==> src/rtl/game_timer_pkg.sv <==
// Shared types and constants for the scoreboard game clock.
package timer_pkg;

    // Top-level control states.
    typedef enum logic [1:0] {
        ST_IDLE    = 2'd0,
        ST_RUN     = 2'd1,
        ST_PAUSE   = 2'd2,
        ST_EXPIRED = 2'd3
    } state_t;

    // Counting direction latched when a start is accepted.
    typedef enum logic {
        MODE_DOWN = 1'b0,
        MODE_UP   = 1'b1
    } mode_t;

    // Largest legal value of a BCD units / minutes-tens digit and of the seconds-tens digit.
    localparam int unsigned DIGIT_MAX    = 9;
    localparam int unsigned TENS_SEC_MAX = 5;

    // One MM:SS display value split into its four digits.
    typedef struct packed {
        logic [3:0] min_ten;
        logic [3:0] min;
        logic [2:0] dec;
        logic [3:0] sec;
    } bcd_time_t;

    // Saturate a 4-bit digit at max_v.
    function automatic logic [3:0] clamp4(input logic [3:0] d, input logic [3:0] max_v);
        return (d > max_v) ? max_v : d;
    endfunction

    // Turn raw load values into a displayable time: any digit beyond its range is forced to its maximum.
    function automatic bcd_time_t clamp_time(input logic [7:0] min_bcd, input logic [6:0] sec_bcd);
        bcd_time_t t;
        t.min_ten = clamp4(min_bcd[7:4], 4'(DIGIT_MAX));
        t.min     = clamp4(min_bcd[3:0], 4'(DIGIT_MAX));
        t.dec     = (sec_bcd[6:4] > 3'(TENS_SEC_MAX)) ? 3'(TENS_SEC_MAX) : sec_bcd[6:4];
        t.sec     = clamp4(sec_bcd[3:0], 4'(DIGIT_MAX));
        return t;
    endfunction

endpackage

==> src/rtl/game_timer_if.sv <==
// Control and display bundle between game control logic and the game clock.
interface game_timer_if;

    logic       load_i;
    logic [7:0] load_min_i;
    logic [6:0] load_sec_i;
    logic       start_i;
    logic       pause_i;
    logic       mode_i;

    logic [3:0] min_ten_digit;
    logic [3:0] min_digit;
    logic [2:0] dec_digit;
    logic [3:0] sec_digit;
    logic       running_o;
    logic       expired_o;
    logic       tick_o;
    logic       expire_pulse_o;

    // Game control side: issues commands, watches the display and flags.
    modport master (
        output load_i, load_min_i, load_sec_i, start_i, pause_i, mode_i,
        input  min_ten_digit, min_digit, dec_digit, sec_digit,
        input  running_o, expired_o, tick_o, expire_pulse_o
    );

    // Timer side.
    modport slave (
        input  load_i, load_min_i, load_sec_i, start_i, pause_i, mode_i,
        output min_ten_digit, min_digit, dec_digit, sec_digit,
        output running_o, expired_o, tick_o, expire_pulse_o
    );

endinterface

==> src/rtl/game_timer_bcd_digit_cnt.sv <==
// One BCD digit of the clock: wraps 0..MAX in either direction and flags carry/borrow to the next digit.
module bcd_digit_cnt #(
    parameter int unsigned       W       = 4,
    parameter int unsigned       MAX     = 9,
    parameter logic [W-1:0]      RST_VAL = '0
) (
    input  logic         clk_tm,
    input  logic         rst_tm,
    input  logic         en,
    input  logic         up,
    input  logic         set,
    input  logic [W-1:0] set_val,
    output logic [W-1:0] digit,
    output logic         co
);

    localparam logic [W-1:0] MAX_V = W'(MAX);

    logic [W-1:0] r_digit;

    // Carry (up) or borrow (down) is raised in the same cycle the digit wraps, so the next digit steps on that edge.
    assign co    = en & (up ? (r_digit == MAX_V) : (r_digit == '0));
    assign digit = r_digit;

    // Digit register: load has priority over stepping.
    // NOTE: state is updated with non-blocking assignments so every register samples pre-edge values.
    always_ff @(posedge clk_tm or posedge rst_tm) begin
        if (rst_tm) begin
            r_digit <= RST_VAL;
        end else if (set) begin
            r_digit <= set_val;
        end else if (en) begin
            if (up) begin
                r_digit <= (r_digit == MAX_V) ? '0 : r_digit + W'(1);
            end else begin
                r_digit <= (r_digit == '0) ? MAX_V : r_digit - W'(1);
            end
        end
    end

endmodule

==> src/rtl/game_timer.sv <==
// Scoreboard game clock: MM:SS up/down timer with 1 Hz prescaler, run/pause control and expiry signalling.
module game_timer
    import timer_pkg::*;
#(
    parameter int unsigned CLK_FREQ_HZ = 25000000,
    parameter logic [7:0]  PRESET_MIN  = 8'h10,
    parameter logic [6:0]  PRESET_SEC  = 7'h00
) (
    input  logic         clk_tm,
    input  logic         rst_tm,
    game_timer_if.slave  bus
);

    localparam int unsigned  PW = (CLK_FREQ_HZ > 1) ? $clog2(CLK_FREQ_HZ) : 1;
    localparam logic [PW-1:0] TC = PW'(CLK_FREQ_HZ - 1);
    localparam logic [3:0]   D_MAX = 4'(DIGIT_MAX);
    localparam logic [2:0]   T_MAX = 3'(TENS_SEC_MAX);

    state_t        r_state;
    state_t        w_state_nxt;
    mode_t         r_mode;
    logic [PW-1:0] r_presc;
    logic          r_tick;
    logic          r_expire_pulse;
    logic          r_running;
    logic          r_expired;

    logic          w_presc_clr;
    logic          w_presc_inc;
    logic          w_step;
    logic          w_mode_latch;
    logic          w_tick;
    logic          w_expire;

    logic [3:0]    w_min_ten;
    logic [3:0]    w_min;
    logic [2:0]    w_dec;
    logic [3:0]    w_sec;
    logic          w_co_sec;
    logic          w_co_dec;
    logic          w_co_min;
    logic          w_chain_out;

    bcd_time_t     w_load_val;
    logic          w_up;
    logic          w_zero;
    logic          w_full;
    logic          w_pre_zero;
    logic          w_pre_full;
    logic          w_hold;
    logic          w_last;
    logic          w_tc;
    logic          w_start_ok;

    assign w_load_val = clamp_time(bus.load_min_i, bus.load_sec_i);
    assign w_up       = (r_mode == MODE_UP);
    assign w_tc       = (r_presc == TC);

    // Time landmarks used to stop the clock at either end of its range.
    assign w_zero     = (w_min_ten == 4'd0) && (w_min == 4'd0) && (w_dec == 3'd0) && (w_sec == 4'd0);
    assign w_pre_zero = (w_min_ten == 4'd0) && (w_min == 4'd0) && (w_dec == 3'd0) && (w_sec == 4'd1);
    assign w_full     = (w_min_ten == D_MAX) && (w_min == D_MAX) && (w_dec == T_MAX) && (w_sec == D_MAX);
    assign w_pre_full = (w_min_ten == D_MAX) && (w_min == D_MAX) && (w_dec == T_MAX) && (w_sec == D_MAX - 4'd1);

    // Already at the end value: tick but do not move the digits (saturation instead of wrap).
    assign w_hold = w_up ? w_full : w_zero;
    // This tick lands on (or sits at) the end value, so the period is over.
    assign w_last = w_up ? (w_pre_full | w_full) : (w_pre_zero | w_zero);

    // A down-count from 00:00 would expire instantly, so such a start is refused.
    assign w_start_ok = bus.start_i && !((bus.mode_i == MODE_DOWN) && w_zero);

    // Next-state and per-cycle control decode; load beats pause, pause beats start and the terminal count.
    // NOTE: every output of this block gets a default first, otherwise unassigned paths infer latches.
    always_comb begin
        w_state_nxt  = r_state;
        w_presc_clr  = 1'b0;
        w_presc_inc  = 1'b0;
        w_step       = 1'b0;
        w_mode_latch = 1'b0;
        w_tick       = 1'b0;
        w_expire     = 1'b0;
        if (bus.load_i) begin
            w_state_nxt = ST_IDLE;
            w_presc_clr = 1'b1;
        end else begin
            case (r_state)
                ST_IDLE, ST_PAUSE: begin
                    if (w_start_ok) begin
                        w_state_nxt  = ST_RUN;
                        w_mode_latch = 1'b1;
                    end
                end
                ST_RUN: begin
                    if (bus.pause_i) begin
                        w_state_nxt = ST_PAUSE;
                    end else if (w_tc) begin
                        w_presc_clr = 1'b1;
                        w_tick      = 1'b1;
                        w_step      = !w_hold;
                        if (w_last) begin
                            w_state_nxt = ST_EXPIRED;
                            w_expire    = 1'b1;
                        end
                    end else begin
                        w_presc_inc = 1'b1;
                    end
                end
                ST_EXPIRED: begin
                    w_state_nxt = ST_EXPIRED;
                end
                default: begin
                    w_state_nxt = ST_IDLE;
                end
            endcase
        end
    end

    // State, mode latch and registered flag/pulse outputs.
    always_ff @(posedge clk_tm or posedge rst_tm) begin
        if (rst_tm) begin
            r_state        <= ST_IDLE;
            r_mode         <= MODE_DOWN;
            r_tick         <= 1'b0;
            r_expire_pulse <= 1'b0;
            r_running      <= 1'b0;
            r_expired      <= 1'b0;
        end else begin
            r_state        <= w_state_nxt;
            if (w_mode_latch) begin
                r_mode <= mode_t'(bus.mode_i);
            end
            r_tick         <= w_tick;
            r_expire_pulse <= w_expire;
            r_running      <= (w_state_nxt == ST_RUN);
            r_expired      <= (w_state_nxt == ST_EXPIRED);
        end
    end

    // Sub-second prescaler; it simply stops outside RUN so a pause keeps the fractional second.
    always_ff @(posedge clk_tm or posedge rst_tm) begin
        if (rst_tm) begin
            r_presc <= '0;
        end else if (w_presc_clr) begin
            r_presc <= '0;
        end else if (w_presc_inc) begin
            r_presc <= r_presc + PW'(1);
        end
    end

    // Digit chain, seconds units first; each stage steps on the carry/borrow of the one below.
    bcd_digit_cnt #(.W(4), .MAX(DIGIT_MAX), .RST_VAL(PRESET_SEC[3:0])) u_sec (
        .clk_tm(clk_tm), .rst_tm(rst_tm), .en(w_step), .up(w_up),
        .set(bus.load_i), .set_val(w_load_val.sec), .digit(w_sec), .co(w_co_sec)
    );

    bcd_digit_cnt #(.W(3), .MAX(TENS_SEC_MAX), .RST_VAL(PRESET_SEC[6:4])) u_dec (
        .clk_tm(clk_tm), .rst_tm(rst_tm), .en(w_co_sec), .up(w_up),
        .set(bus.load_i), .set_val(w_load_val.dec), .digit(w_dec), .co(w_co_dec)
    );

    bcd_digit_cnt #(.W(4), .MAX(DIGIT_MAX), .RST_VAL(PRESET_MIN[3:0])) u_min (
        .clk_tm(clk_tm), .rst_tm(rst_tm), .en(w_co_dec), .up(w_up),
        .set(bus.load_i), .set_val(w_load_val.min), .digit(w_min), .co(w_co_min)
    );

    bcd_digit_cnt #(.W(4), .MAX(DIGIT_MAX), .RST_VAL(PRESET_MIN[7:4])) u_min_ten (
        .clk_tm(clk_tm), .rst_tm(rst_tm), .en(w_co_min), .up(w_up),
        .set(bus.load_i), .set_val(w_load_val.min_ten), .digit(w_min_ten), .co(w_chain_out)
    );

    // The FSM withholds the step at 00:00 / 99:59, so the top of the chain must never wrap.
    assert property (@(posedge clk_tm) disable iff (rst_tm) !w_chain_out);

    assign bus.min_ten_digit  = w_min_ten;
    assign bus.min_digit      = w_min;
    assign bus.dec_digit      = w_dec;
    assign bus.sec_digit      = w_sec;
    assign bus.running_o      = r_running;
    assign bus.expired_o      = r_expired;
    assign bus.tick_o         = r_tick;
    assign bus.expire_pulse_o = r_expire_pulse;

endmodule

==> src/flat_wrapper.sv <==
// flat-port wrapper written by rule: the top's interface ports become plain ports
module game_timer_flat import timer_pkg::*;
#(
    parameter int unsigned CLK_FREQ_HZ = 25000000,
    parameter logic [7:0]  PRESET_MIN  = 8'h10,
    parameter logic [6:0]  PRESET_SEC  = 7'h00
)
  (clk_tm, rst_tm, bus_load_i, bus_load_min_i, bus_load_sec_i, bus_start_i, bus_pause_i, bus_mode_i, bus_min_ten_digit, bus_min_digit, bus_dec_digit, bus_sec_digit, bus_running_o, bus_expired_o, bus_tick_o, bus_expire_pulse_o);
  game_timer_if bus_i ();
  input  logic clk_tm;
  input  logic rst_tm;
  input wire logic [$bits(bus_i.load_i)-1:0] bus_load_i;
  input wire logic [$bits(bus_i.load_min_i)-1:0] bus_load_min_i;
  input wire logic [$bits(bus_i.load_sec_i)-1:0] bus_load_sec_i;
  input wire logic [$bits(bus_i.start_i)-1:0] bus_start_i;
  input wire logic [$bits(bus_i.pause_i)-1:0] bus_pause_i;
  input wire logic [$bits(bus_i.mode_i)-1:0] bus_mode_i;
  output wire logic [$bits(bus_i.min_ten_digit)-1:0] bus_min_ten_digit;
  output wire logic [$bits(bus_i.min_digit)-1:0] bus_min_digit;
  output wire logic [$bits(bus_i.dec_digit)-1:0] bus_dec_digit;
  output wire logic [$bits(bus_i.sec_digit)-1:0] bus_sec_digit;
  output wire logic [$bits(bus_i.running_o)-1:0] bus_running_o;
  output wire logic [$bits(bus_i.expired_o)-1:0] bus_expired_o;
  output wire logic [$bits(bus_i.tick_o)-1:0] bus_tick_o;
  output wire logic [$bits(bus_i.expire_pulse_o)-1:0] bus_expire_pulse_o;
  assign bus_i.load_i = bus_load_i;
  assign bus_i.load_min_i = bus_load_min_i;
  assign bus_i.load_sec_i = bus_load_sec_i;
  assign bus_i.start_i = bus_start_i;
  assign bus_i.pause_i = bus_pause_i;
  assign bus_i.mode_i = bus_mode_i;
  assign bus_min_ten_digit = bus_i.min_ten_digit;
  assign bus_min_digit = bus_i.min_digit;
  assign bus_dec_digit = bus_i.dec_digit;
  assign bus_sec_digit = bus_i.sec_digit;
  assign bus_running_o = bus_i.running_o;
  assign bus_expired_o = bus_i.expired_o;
  assign bus_tick_o = bus_i.tick_o;
  assign bus_expire_pulse_o = bus_i.expire_pulse_o;
  game_timer #(.CLK_FREQ_HZ(CLK_FREQ_HZ), .PRESET_MIN(PRESET_MIN), .PRESET_SEC(PRESET_SEC)) u_core (.clk_tm(clk_tm), .rst_tm(rst_tm), .bus(bus_i));
endmodule
==> config.mk <==
export PLATFORM = sky130hd
export DESIGN_NAME = game_timer_flat
export DESIGN_NICKNAME = d
export VERILOG_FILES = /design/src/rtl/game_timer_pkg.sv /design/src/rtl/game_timer_if.sv /design/src/rtl/game_timer_bcd_digit_cnt.sv /design/src/rtl/game_timer.sv /design/src/flat_wrapper.sv
export SDC_FILE = /design/constraint.sdc
export NUM_CORES = 1
export LEC_CHECK = 0
export BUFFER_PORTS_ARGS = -buffer_cell sky130_fd_sc_hd__buf_2
export CAP_MARGIN = 20
export CORE_MARGIN = 10
export CORE_UTILIZATION = 30
export DETAILED_ROUTE_END_ITERATION = 16
export SYNTH_ARGS = -nofsm -noshare
export SYNTH_HDL_FRONTEND = slang
export SYNTH_HIERARCHICAL = 1
export SYNTH_SLANG_ARGS = --single-unit
==> constraint.sdc <==
create_clock -name clk_tm -period 6.2 [get_ports clk_tm]
set_input_delay 0.62 -clock clk_tm [delete_from_list [all_inputs] [get_ports clk_tm]]
set_output_delay 0.62 -clock clk_tm [all_outputs]
set_load 0.05 [all_outputs]
# After elaboration in Yosys (flattened, before gate mapping)
# Index checks and enable logic that the tools add are counted.
# totals
ff_bits	47
wordCells	123
# classes
addsub	9
n_reduce_logical	23
eq_ne	12
n_bitwise	6
magnitude_cmp	4
muxes	58
# ops
op	n
two-way mux 4 bit	18
two-way mux 25 bit	2
two-way mux 1 bit	26
adder 25 x 1 -> 25 bit, second input constant	1
equality test 25 bit, second input constant	1
two-way mux 3 bit	6
equality test 4 bit, second input constant	4
adder 4 x 1 -> 4 bit, second input constant	3
greater-than comparator 4 bit, second input constant	3
zero test 4 bit	3
subtractor 4 x 1 -> 4 bit, second input constant	3
logical AND 1 bit	10
two-way mux 2 bit	5
nonzero test 2 bit	5
equality test 2 bit, second input constant	3
one-hot mux 2 bit (3 select lines)	1
equality test 2 x 1 -> 1 bit, second input constant	2
equality test 4 x 1 -> 1 bit, second input constant	1
adder 3 x 1 -> 3 bit, second input constant	1
bitwise AND 1 bit	3
equality test 3 bit, second input constant	1
greater-than comparator 3 bit, second input constant	1
zero test 3 bit	1
subtractor 3 x 1 -> 3 bit, second input constant	1
5 further kinds	7

# Logic depth before layout (Yosys ltp)
# Gate-level depths: netlist of the first run.
# depth
depth_word	15
ltp_mapped	16

# Hierarchy
# Netlist of the first run, hierarchy kept.
# by_module_without_submodules
module	seq_area_each_um2	cells_each	n_inst	area_each_um2
game_timer	800.8	214	1	1878.1
bcd_digit_cnt (u_core.u_min ...)	100.1	47	2	399.1
bcd_digit_cnt (u_core.u_min_ten)	101.3	47	1	400.4
bcd_digit_cnt (u_core.u_dec)	75.1	25	1	216.5

# Worst setup path after synthesis of the first run
# Ideal clock, no wire load.
# synth_timing
path_type	in2reg
from	input bus_pause_i
to	register u_core.u_min_ten.r_digit[2] (netlist: u_core/u_min_ten/digit[2])
setup_slack_ns	2.459
t_arrival_ns	3.614
cell_stages	14
t_required_ns	6.074
path_buffers	4
path_cell_list	or3b_1 -> clkbuf_1 -> nor3_1 -> o311a_1 -> clkbuf_1 -> inv_1 -> a2111oi_4 -> nor3b_1 -> clkbuf_1 -> inv_1 -> a2111oi_4 -> clkbuf_1 -> o21ai_0 -> a311o_1
# synth_between
elab_chain_cells	7
# synth_lines
item	line_no	rtl
start, declared	flat_wrapper.sv:16	input wire logic [$bits(bus_i.pause_i)-1:0] bus_pause_i;
two-way mux 1 bit	game_timer.sv:95	if (bus.pause_i) begin
two-way mux 1 bit	game_timer.sv:87	case (r_state)
two-way mux 1 bit	game_timer.sv:83	if (bus.load_i) begin
named net u_core.w_step	game_timer.sv:30	logic w_step;
bitwise AND 1 bit	game_timer_bcd_digit_cnt.sv:22	assign co = en & (up ? (r_digit == MAX_V) : (r_digit == '0));
named net u_core.w_co_sec	game_timer.sv:39	logic w_co_sec;
bitwise AND 1 bit	game_timer_bcd_digit_cnt.sv:22	
named net u_core.w_co_dec	game_timer.sv:40	logic w_co_dec;
bitwise AND 1 bit	game_timer_bcd_digit_cnt.sv:22	
named net u_core.w_co_min	game_timer.sv:41	logic w_co_min;
nonzero test 2 bit (no line)	n/a	
end signal, assigned	game_timer_bcd_digit_cnt.sv:31	r_digit <= set_val;
end signal, assigned	game_timer_bcd_digit_cnt.sv:34	r_digit <= (r_digit == MAX_V) ? '0 : r_digit + W'(1);
end signal, assigned	game_timer_bcd_digit_cnt.sv:36	r_digit <= (r_digit == '0) ? MAX_V : r_digit - W'(1);
end, declared	game_timer_bcd_digit_cnt.sv:19	logic [W-1:0] r_digit;
# The timed path passes the listed nets, and every way through them passes these cells.
# A chain may end at the register's enable or synchronous reset.

# Worst setup path after layout of the first run
# layout_timing
from	register u_core.r_presc[9]
to	register u_core.u_min_ten.r_digit[3] (netlist: u_core/u_min_ten/digit[3])
# layout_between
elab_chain_cells	9
# layout_lines
item	line_no	rtl
start, declared	game_timer.sv:22	logic [PW-1:0] r_presc;
start signal, assigned	game_timer.sv:147	r_presc <= r_presc + PW'(1);
equality test 25 bit	game_timer.sv:57	assign w_tc = (r_presc == TC);
two-way mux 1 bit	game_timer.sv:97	end else if (w_tc) begin
two-way mux 1 bit	game_timer.sv:95	
two-way mux 1 bit	game_timer.sv:87	
two-way mux 1 bit	game_timer.sv:83	
named net u_core.w_step	game_timer.sv:30	
bitwise AND 1 bit	game_timer_bcd_digit_cnt.sv:22	
named net u_core.w_co_sec	game_timer.sv:39	
bitwise AND 1 bit	game_timer_bcd_digit_cnt.sv:22	
named net u_core.w_co_dec	game_timer.sv:40	
bitwise AND 1 bit	game_timer_bcd_digit_cnt.sv:22	
named net u_core.w_co_min	game_timer.sv:41	
nonzero test 2 bit (no line)	n/a	
# The timed path passes the listed nets, and every way through them passes these cells.

==> flow_summary.toml, run 1 <==
[detailed_routing]
drt_wl_total_um = 7940
route.vias.total = 2862
ant_nets = 0
wl_met3_um = 309
drc_errors = 0
wl_met2_um = 3690
top_layer_used = "met4"
drt_pass1_iterations = 4
vias_per_cell = 5.34
wl_met1_um = 3900
avgRoutedWirePerCell_um = 14.8
drt_iter0_drc = 255

[sta]
tightest_slew_ns = 0.926
finalCriticalPeriod_ns = 4.33
slew_viol_final = 0
hold_violations = 0
fin_crit_sh = 0.698
finalSetupTns_ns = 0
grt_setup_unrepaired = "false"
max_freq_mhz = 231
relSlewSlack = 0.381
fin_skew_ns = 0.0157
finalSetupViolCount = 0

[floorplan]
start_util = 0.312
die_h_um = 124
dieArea_sq_um = 15400
coreArea_sq_um = 10400
die_w_um = 124
core.rowCount = 37
pin_count = 40

[cts]
post-cts-setup-buffer-count = 0
numClockSinks = 47
clk_latency_ns = 0.31
cts_root_buf = "clkbuf_8"
path_clk_slew_ns = 0.10
cts_tree = "built"
numCtsBuffers = 5
cts_resized = 0
clock_path_buffers = 2
ctsHtreeMaxLevel = 2
cts_hold_buffers = 0

[grt]
grt_max_degree = 44
overflow = 0
grt_pass1_wl_um = 13600
grt_pass1_vias = 2871
grtUsageTotal = 0.107
antenna_found_initial = 0

[critical_path]
cp_data_required_time_ns = 6.39
critPathMaxFanout = 8
crit_arrival_ns = 4.51
path_class = "reg -> reg"
critPathCaptureType = "flip-flop"
cp-start-kind = "flip-flop"

[place]
hpwl_um = 5690
placed_area_sq_um = 3490
portBuffers = 39
globalplace.congestion = 0.813

[final_layout]
seqCellArea_sq_um = 1180
area_delta_synth_final_pct = 10.7
multi_input_area_sq_um = 1850
nets = 421
n_fill_cell = 1094
final_layout_size_suffix_gt1_frac = 0.160
diodes = 0
fin_area_sq_um = 3590

[hold_path]
hold_path_class = "in -> async"

[status]
status = "finished, final reports clean"

[pwr]
p_per_area_nw_per_um2 = 196
p_leak_nw = 1.47
ir_drop_v = 0.0000860

[synthesis]
syn_nets = 398
syn_inst = 376
syn_avg_cell_area_sq_um = 8.63
yosysWarnings = 6
synthesis.area_sq_um = 3250

[run]
maxCapViolCount = 0
-- per-stage QoR --
stage / worst slack, ns / hold WS, ns / std cells / util / power [mW]
finish: 1.87 / 0.218 / 536 / 0.345 / 0.703
global route: 1.30 / 0.206 / 536 / 0.345 / 0.744
CTS: 1.92 / 0.197 / 535 / 0.344 / 0.713
detailed placement: 1.82 / 0.546 / 527 / 0.335 / 0.503
global placement: 1.98 / 0.527 / 527 / 0.335 / 0.501
floorplan: 2.49 / 0.374 / 376 / - / 0.469
-- sequential cells by signal, indices dropped and copies added (netlist names) --
signal	count
u_core/bus.tick_o	1
u_core/u_min/digit	4
u_core/r_mode	1
u_core/r_state	2
u_core/u_min_ten/digit	4
u_core/u_sec/digit	4
u_core/bus.expired_o	1
u_core/r_presc	25
u_core/bus.running_o	1
u_core/bus.expire_pulse_o	1
u_core/u_dec/digit	3
-- report_power, final --
part           total, mW  internal (mW)  switching [mW]  leakage (nW)
Sequential         0.349          0.318          0.0306         0.625
Combinational      0.148         0.0515          0.0961         0.799
Clock              0.207         0.0913           0.115        0.0474
Total              0.703          0.461           0.242          1.47
-- cells in the final DEF (no fill, tap or decap), types with 5 or more instances in the layout --
| master | instances |
|---|---|
| a21o_1 | 5 |
| a21oi_1 | 26 |
| and2_1 | 7 |
| and3_1 | 6 |
| buf_2 | 39 |
| buf_4 | 5 |
| clkbuf_8 | 6 |
| dfrtp_1 | 46 |
| inv_1 | 18 |
| nand2_1 | 26 |
| nand2b_1 | 9 |
| nand3_1 | 8 |
| nand4_1 | 11 |
| nor2_1 | 24 |
| nor2b_1 | 7 |
| nor3_1 | 8 |
| nor4_1 | 5 |
| nor4b_1 | 5 |
| o2111ai_1 | 11 |
| o21ai_0 | 28 |
| o31ai_1 | 7 |
| or3_1 | 11 |
| or4_1 | 10 |
| xnor2_1 | 8 |
| xor2_1 | 8 |
-- routing by layer --
layer,GRT usage,up-vias
met5,0,-
met4,0.0317,0
met3,0.0253,2
met2,0.169,46
met1,0.142,1378
li1,-,1436
-- layout make-up --
cell class                 instances  share of cell area
sequential                        47               0.328
timing repair buffer              44              0.0648
inverter                          18              0.0188
clock inverter                     2             0.00453
multi-input combinational        283               0.514
tap                              136              0.0474
clock buffer                       6              0.0230
-- critical path, cell delays in order (launching register included) --
cell and delay [ns]:
dfrtp_1 0.44, nor4b_1 0.38, nand4_1 0.29, nor3_1 0.27
o311a_1 0.37, inv_1 0.12, a2111oi_4 0.36, nor3b_1 0.81
inv_1 0.19, a2111oi_4 0.44, o2111ai_1 0.21, o31a_1 0.32
-- worst paths after layout --
| check | startpoint | end | slack [ns] | cells after the start |
|---|---|---|---|---|
| worst max-delay path | u_core/r_presc[9] | u_core/u_min_ten/digit[3] | 1.87 | 11 |
| worst min register to register | u_core/r_presc[1] | u_core/r_presc[1] | 0.56 | 2 |
| worst max register to register | u_core/r_presc[9] | u_core/u_min_ten/digit[3] | 1.87 | 11 |
| max in group asynchronous | rst_tm | u_core/r_presc[13] | 5.44 | 3 |
| worst min-delay path | rst_tm | u_core/u_dec/digit[0] | 0.22 | 2 |
| min in group clk_tm | bus_mode_i | u_core/r_mode | 0.54 | 2 |
Power figures use the tool's default switching activity.
==> run 2, diff against run 1 <==
Settings changed: ABC_AREA set to 1.
Clock period 6.2 ns to 3.9 ns, I/O delays scaled along.
==> run 2 against run 1 <==
Compared with the run above: power is 100% higher; critical path depth grew 6; count of clock-buffer cells in the layout stayed put; largest cell class unchanged.
==> flow_summary.toml, run 2 <==
[detailed_routing]
vias_per_cell = 4.70
ant_nets = 0
drt_iter0_drc = 195
drt_pass1_iterations = 5
drc_errors = 0
drt_wl_total_um = 8790
avgRoutedWirePerCell_um = 11.9
route.vias.total = 3477

[cts]
cts_root_buf = "clkbuf_16"
numCtsBuffers = 5
cts_resized = 0
clk_latency_ns = 0.29
cts_hold_buffers = 0
clock_path_buffers = 2
path_clk_slew_ns = 0.07
cts_tree = "built"
ctsHtreeMaxLevel = 2
post-cts-setup-buffer-count = 0
numClockSinks = 47

[grt]
overflow = 0
grtUsageTotal = 0.108
grt_max_degree = 33
antenna_found_initial = 0
grt_pass1_wl_um = 15100
grt_pass1_vias = 3334

[synthesis]
synthesis.area_sq_um = 3520
yosysWarnings = 6
syn_nets = 577
syn_inst = 555
syn_avg_cell_area_sq_um = 6.35

[sta]
finalSetupViolCount = 0
setup_slack_ns = 0.779
fin_skew_ns = 0.00853
grt_setup_unrepaired = "false"
slew_viol_final = 0
relSlewSlack = 0.651
fin_crit_sh = 0.800
hold_violations = 0
tightest_slew_ns = 0.523
finalSetupTns_ns = 0
max_freq_mhz = 320
finalCriticalPeriod_ns = 3.12
whs_ns = 0.0155

[critical_path]
cp-start-kind = "flip-flop"
reg2reg_depth = 17
critPathMaxFanout = 5
r2r_slack_ns = 0.78
crit_arrival_ns = 3.30
cp_data_required_time_ns = 4.08
r2r-end = "u_core/u_min_ten/digit[3]"
critPathCaptureType = "flip-flop"
path_class = "reg -> reg"
timing.rr.start = "u_core/r_presc[0]"

[pwr]
ir_drop_v = 0.000208
seqPwrFrac = 0.403
p_total_mw = 1.41
comb_power_share = 0.239
p_int_mw = 0.941
swShare = 0.332
p_leak_nw = 2.17
p_per_area_nw_per_um2 = 348
p_sw_mw = 0.467
clkPwrFrac = 0.358

[final_layout]
stdcell_count = 740
multi_input_area_sq_um = 1940
diodes = 0
area_delta_synth_final_pct = 14.9
final_common_cell = "nand2_1"
n_fill_cell = 1212
largest_reg_flops = 25
final_layout_size_suffix_gt1_frac = 0.164
seqCellArea_sq_um = 1180
regMostFlops = "u_core/r_presc"
nets = 618
layout_common_cells = "nand2_1, nor2_1, inv_1"

[floorplan]
core.rowCount = 39
pin_count = 40
die_w_um = 128
start_util = 0.307
coreArea_sq_um = 11500
die_h_um = 128
dieArea_sq_um = 16500

[hold_path]
hold_path_class = "in -> async"

[run]
maxCapViolCount = 0

[place]
globalplace.congestion = 0.790
hpwl_um = 6810
portBuffers = 39
place_worst_setup_slack_ns = 0.791
dp_cells = 732

[status]
status = "finished, final reports clean"
run 2: worst max path at each step:
stage | cells after the start | endpoint | from | slack [ns]
6_report | 17 | u_core/u_min_ten/digit[3] | u_core/r_presc[0] | 0.78
5_1_grt | 17 | u_core/u_min_ten/digit[3] | u_core/r_presc[0] | 0.26
4_1_cts | 17 | u_core/u_min_ten/digit[3] | u_core/r_presc[0] | 0.79
3_5_place_dp | 17 | u_core/u_min_ten/digit[3] | u_core/r_presc[0] | 0.79
3_3_place_gp | 17 | u_core/u_min_ten/digit[3] | u_core/r_presc[0] | 0.92
2_1_floorplan | 17 | u_core/u_min_ten/digit[3] | u_core/r_presc[0] | 1.18
run 2: final cells by class:
cell class | instances | area share
timing repair buffer | 41 | 0.0519
tap | 143 | 0.0442
clock inverter | 2 | 0.00865
sequential | 47 | 0.291
multi-input combinational | 415 | 0.480
inverter | 86 | 0.0899
clock buffer | 6 | 0.0343
run 2: power groups by stage:
stage	clock [mW]	combinational (mW)	sequential (mW)
final	0.504	0.337	0.568
after global routing	0.539	0.376	0.575
after CTS	0.520	0.339	0.568
after detailed placement	0	0.338	0.577
after global placement	0	0.334	0.576
after floorplan	0	0.198	0.626
run 2: routing by layer:
layer  wire length, um  track usage  share of wire
met5                 0            0              0
met4                78       0.0238         0.0089
met3               465       0.0292          0.053
met1              4210        0.139           0.48
met2              4030        0.177           0.46
run 2: critical path, cell delays in order (launching register included):
cell      delay (ns)
dfrtp_1         0.41
ha_1            0.20
nand3_1         0.15
nor2_2          0.19
nand3_2         0.10
nor2_1          0.18
nand2_1         0.09
inv_1           0.07
o211a_1         0.16
inv_1           0.06
a211oi_2        0.28
o21ai_0         0.15
nor3_1          0.25
inv_1           0.10
a211oi_2        0.23
nor2_1          0.12
a22oi_1         0.17
nand2_1         0.07
run 2: through the flow:
stage               utilization  instance area (sq um)
detailed placement        0.338                   3870
finish                    0.353                   4050
CTS                       0.353                   4050
floorplan                     -                   3520
global route              0.353                   4050
global placement          0.338                   3870
==> run 3, diff against run 2 <==
Settings changed: ABC_AREA 1 to 0.
Clock period 3.9 ns to 2.9 ns, I/O delays scaled along.
==> run 3 against run 2 <==
Compared with the run above: the flow now finishes with violations (setup timing); power is 18% higher; routed wire length is 2.9% lower; final cell count is 22% lower; count of clock-buffer cells in the layout stayed put; global-route usage hardly changed; register-to-register slack worse by 0.78 ns; critical path type unchanged; critical endpoint is now u_core/u_min_ten/digit[2].
==> flow_summary.toml, run 3 (synthesized netlist as in run 1, its figures left out) <==
[final_layout]
area_delta_synth_final_pct = 23.7
diodes = 0
nets = 464
fin_area_sq_um = 4020
stdcell_count = 579
final_layout_size_suffix_gt1_frac = 0.266
largest_reg_flops = 25
final_common_cell = "buf_4"
layout_common_cells = "buf_4, dfrtp_1, buf_2"
n_fill_cell = 1072
regMostFlops = "u_core/r_presc"

[grt]
busiest_layer = "met2"
overflow = 0
grt_use_met3 = 0.0213
grt_pass1_vias = 2802
grtUsageMet2 = 0.165
grtUsageTotal = 0.108
antenna_found_initial = 0
grt_pass1_wl_um = 13800
grt_max_degree = 44
met1_usage = 0.150

[cts]
ctsHtreeMaxLevel = 2
cts_root_buf = "clkbuf_8"
clock_path_buffers = 2
path_clk_slew_ns = 0.09
clk_latency_ns = 0.30
numCtsBuffers = 5
numClockSinks = 47
cts_tree = "built"

[detailed_routing]
drc_errors = 0
vias_per_cell = 5.30
route.vias.total = 3069
ant_nets = 0
drt_wl_total_um = 8530
drt_iter0_drc = 199
drt_pass1_iterations = 4
avgRoutedWirePerCell_um = 14.7

[place]
placed_area_sq_um = 3810
hpwl_um = 6070
portBuffers = 39
dp_cells = 565
globalplace.congestion = 0.806
place_worst_setup_slack_ns = 0.0267

[critical_path]
cp-start-kind = "flip-flop"
path_class = "reg -> reg"
critPathMaxFanout = 3
crit_arrival_ns = 3.09
cp_data_required_time_ns = 3.09
critPathCaptureType = "flip-flop"

[pwr]
p_leak_nw = 1.72
p_per_area_nw_per_um2 = 415
ir_drop_v = 0.000218

[sta]
finalCriticalPeriod_ns = 2.90
finalSetupViolCount = 1
setup_slack_ns = -0.00212
fin_skew_ns = 0.00767
hold_violations = 0
tightest_slew_ns = 0.497
slew_viol_final = 0
grt_setup_unrepaired = "true"
fin_crit_sh = 1.00
relSlewSlack = 0.669
max_freq_mhz = 345

[status]
status = "finished, violations left"
violations = "setup timing"

[floorplan]
core.rowCount = 37
dieArea_sq_um = 15400
die_h_um = 124
start_util = 0.312
coreArea_sq_um = 10400
pin_count = 40
die_w_um = 124

[run]
maxCapViolCount = 0

[hold_path]
hold_path_class = "in -> reg"
## run 3: area by class of cell
cell class	count	area (sq um)	share of cell area
Sequential cell	47	1180	0.295
Inverter	18	70.1	0.0175
Timing Repair Buffer	87	562	0.140
Multi-Input combinational cell	283	1900	0.472
Clock buffer	6	72.6	0.0181
Clock inverter	2	60.1	0.0150
Tap cell	136	170	0.0424
## run 3: path summary, 6_finish.rpt
kind	cells after the start	slack, ns	from	endpoint
max	13	-0.002	u_core/r_presc[1]	u_core/u_min_ten/digit[2]
max reg2reg	13	-0.002	u_core/r_presc[1]	u_core/u_min_ten/digit[2]
min reg2reg	2	0.55	u_core/r_presc[14]	u_core/r_presc[14]
max in group asynchronous	4	1.87	rst_tm	u_core/r_presc[1]
min	3	0.23	bus_load_sec_i[6]	u_core/u_dec/digit[2]
min in group asynchronous	3	0.50	rst_tm	u_core/u_dec/digit[1]
## run 3: worst max-delay path, stage by stage (launching register included)
cell,delay (ns)
dfrtp_1,0.38
ha_2,0.19
and2_4,0.14
nand4_1,0.14
nor3_2,0.23
o311a_1,0.26
inv_4,0.05
a2111oi_4,0.21
nor3b_4,0.28
inv_2,0.06
a2111oi_4,0.34
buf_4,0.19
o21ai_2,0.04
a311o_1,0.30
## run 3: per-layer routing
metal | vias to the layer above | routed length [um]
met5 | - | 0
met4 | 0 | 86
met3 | 4 | 377
met2 | 57 | 3910
met1 | 1486 | 4150
li1 | 1522 | -
## run 3: stage by stage
| step | hold slack [ns] | setup TNS (ns) | total power [mW] | util |
|---|---|---|---|---|
| floorplan | 0.0435 | -0.507 | 1.01 | - |
| global placement | 0.218 | 0 | 1.10 | 0.365 |
| detailed placement | 0.226 | 0 | 1.11 | 0.365 |
| CTS | 0.217 | 0 | 1.69 | 0.379 |
| global route | 0.225 | -0.385 | 1.75 | 0.385 |
| finish | 0.229 | -0.00212 | 1.67 | 0.385 |
## run 3: repair_timing
item / CTS / global route
endpoints found under the hold margin: 14 / 0
buffers inserted: 0 / 5
gates resized for setup: 0 / 8
setup endpoints to repair: 0 / 4
hold buffers: 1 / 0
## run 3: power by group
part           internal (mW)  total [mW]  switching [mW]
Clock                  0.345       0.566           0.221
Combinational          0.135       0.390           0.255
Sequential             0.682       0.713          0.0303
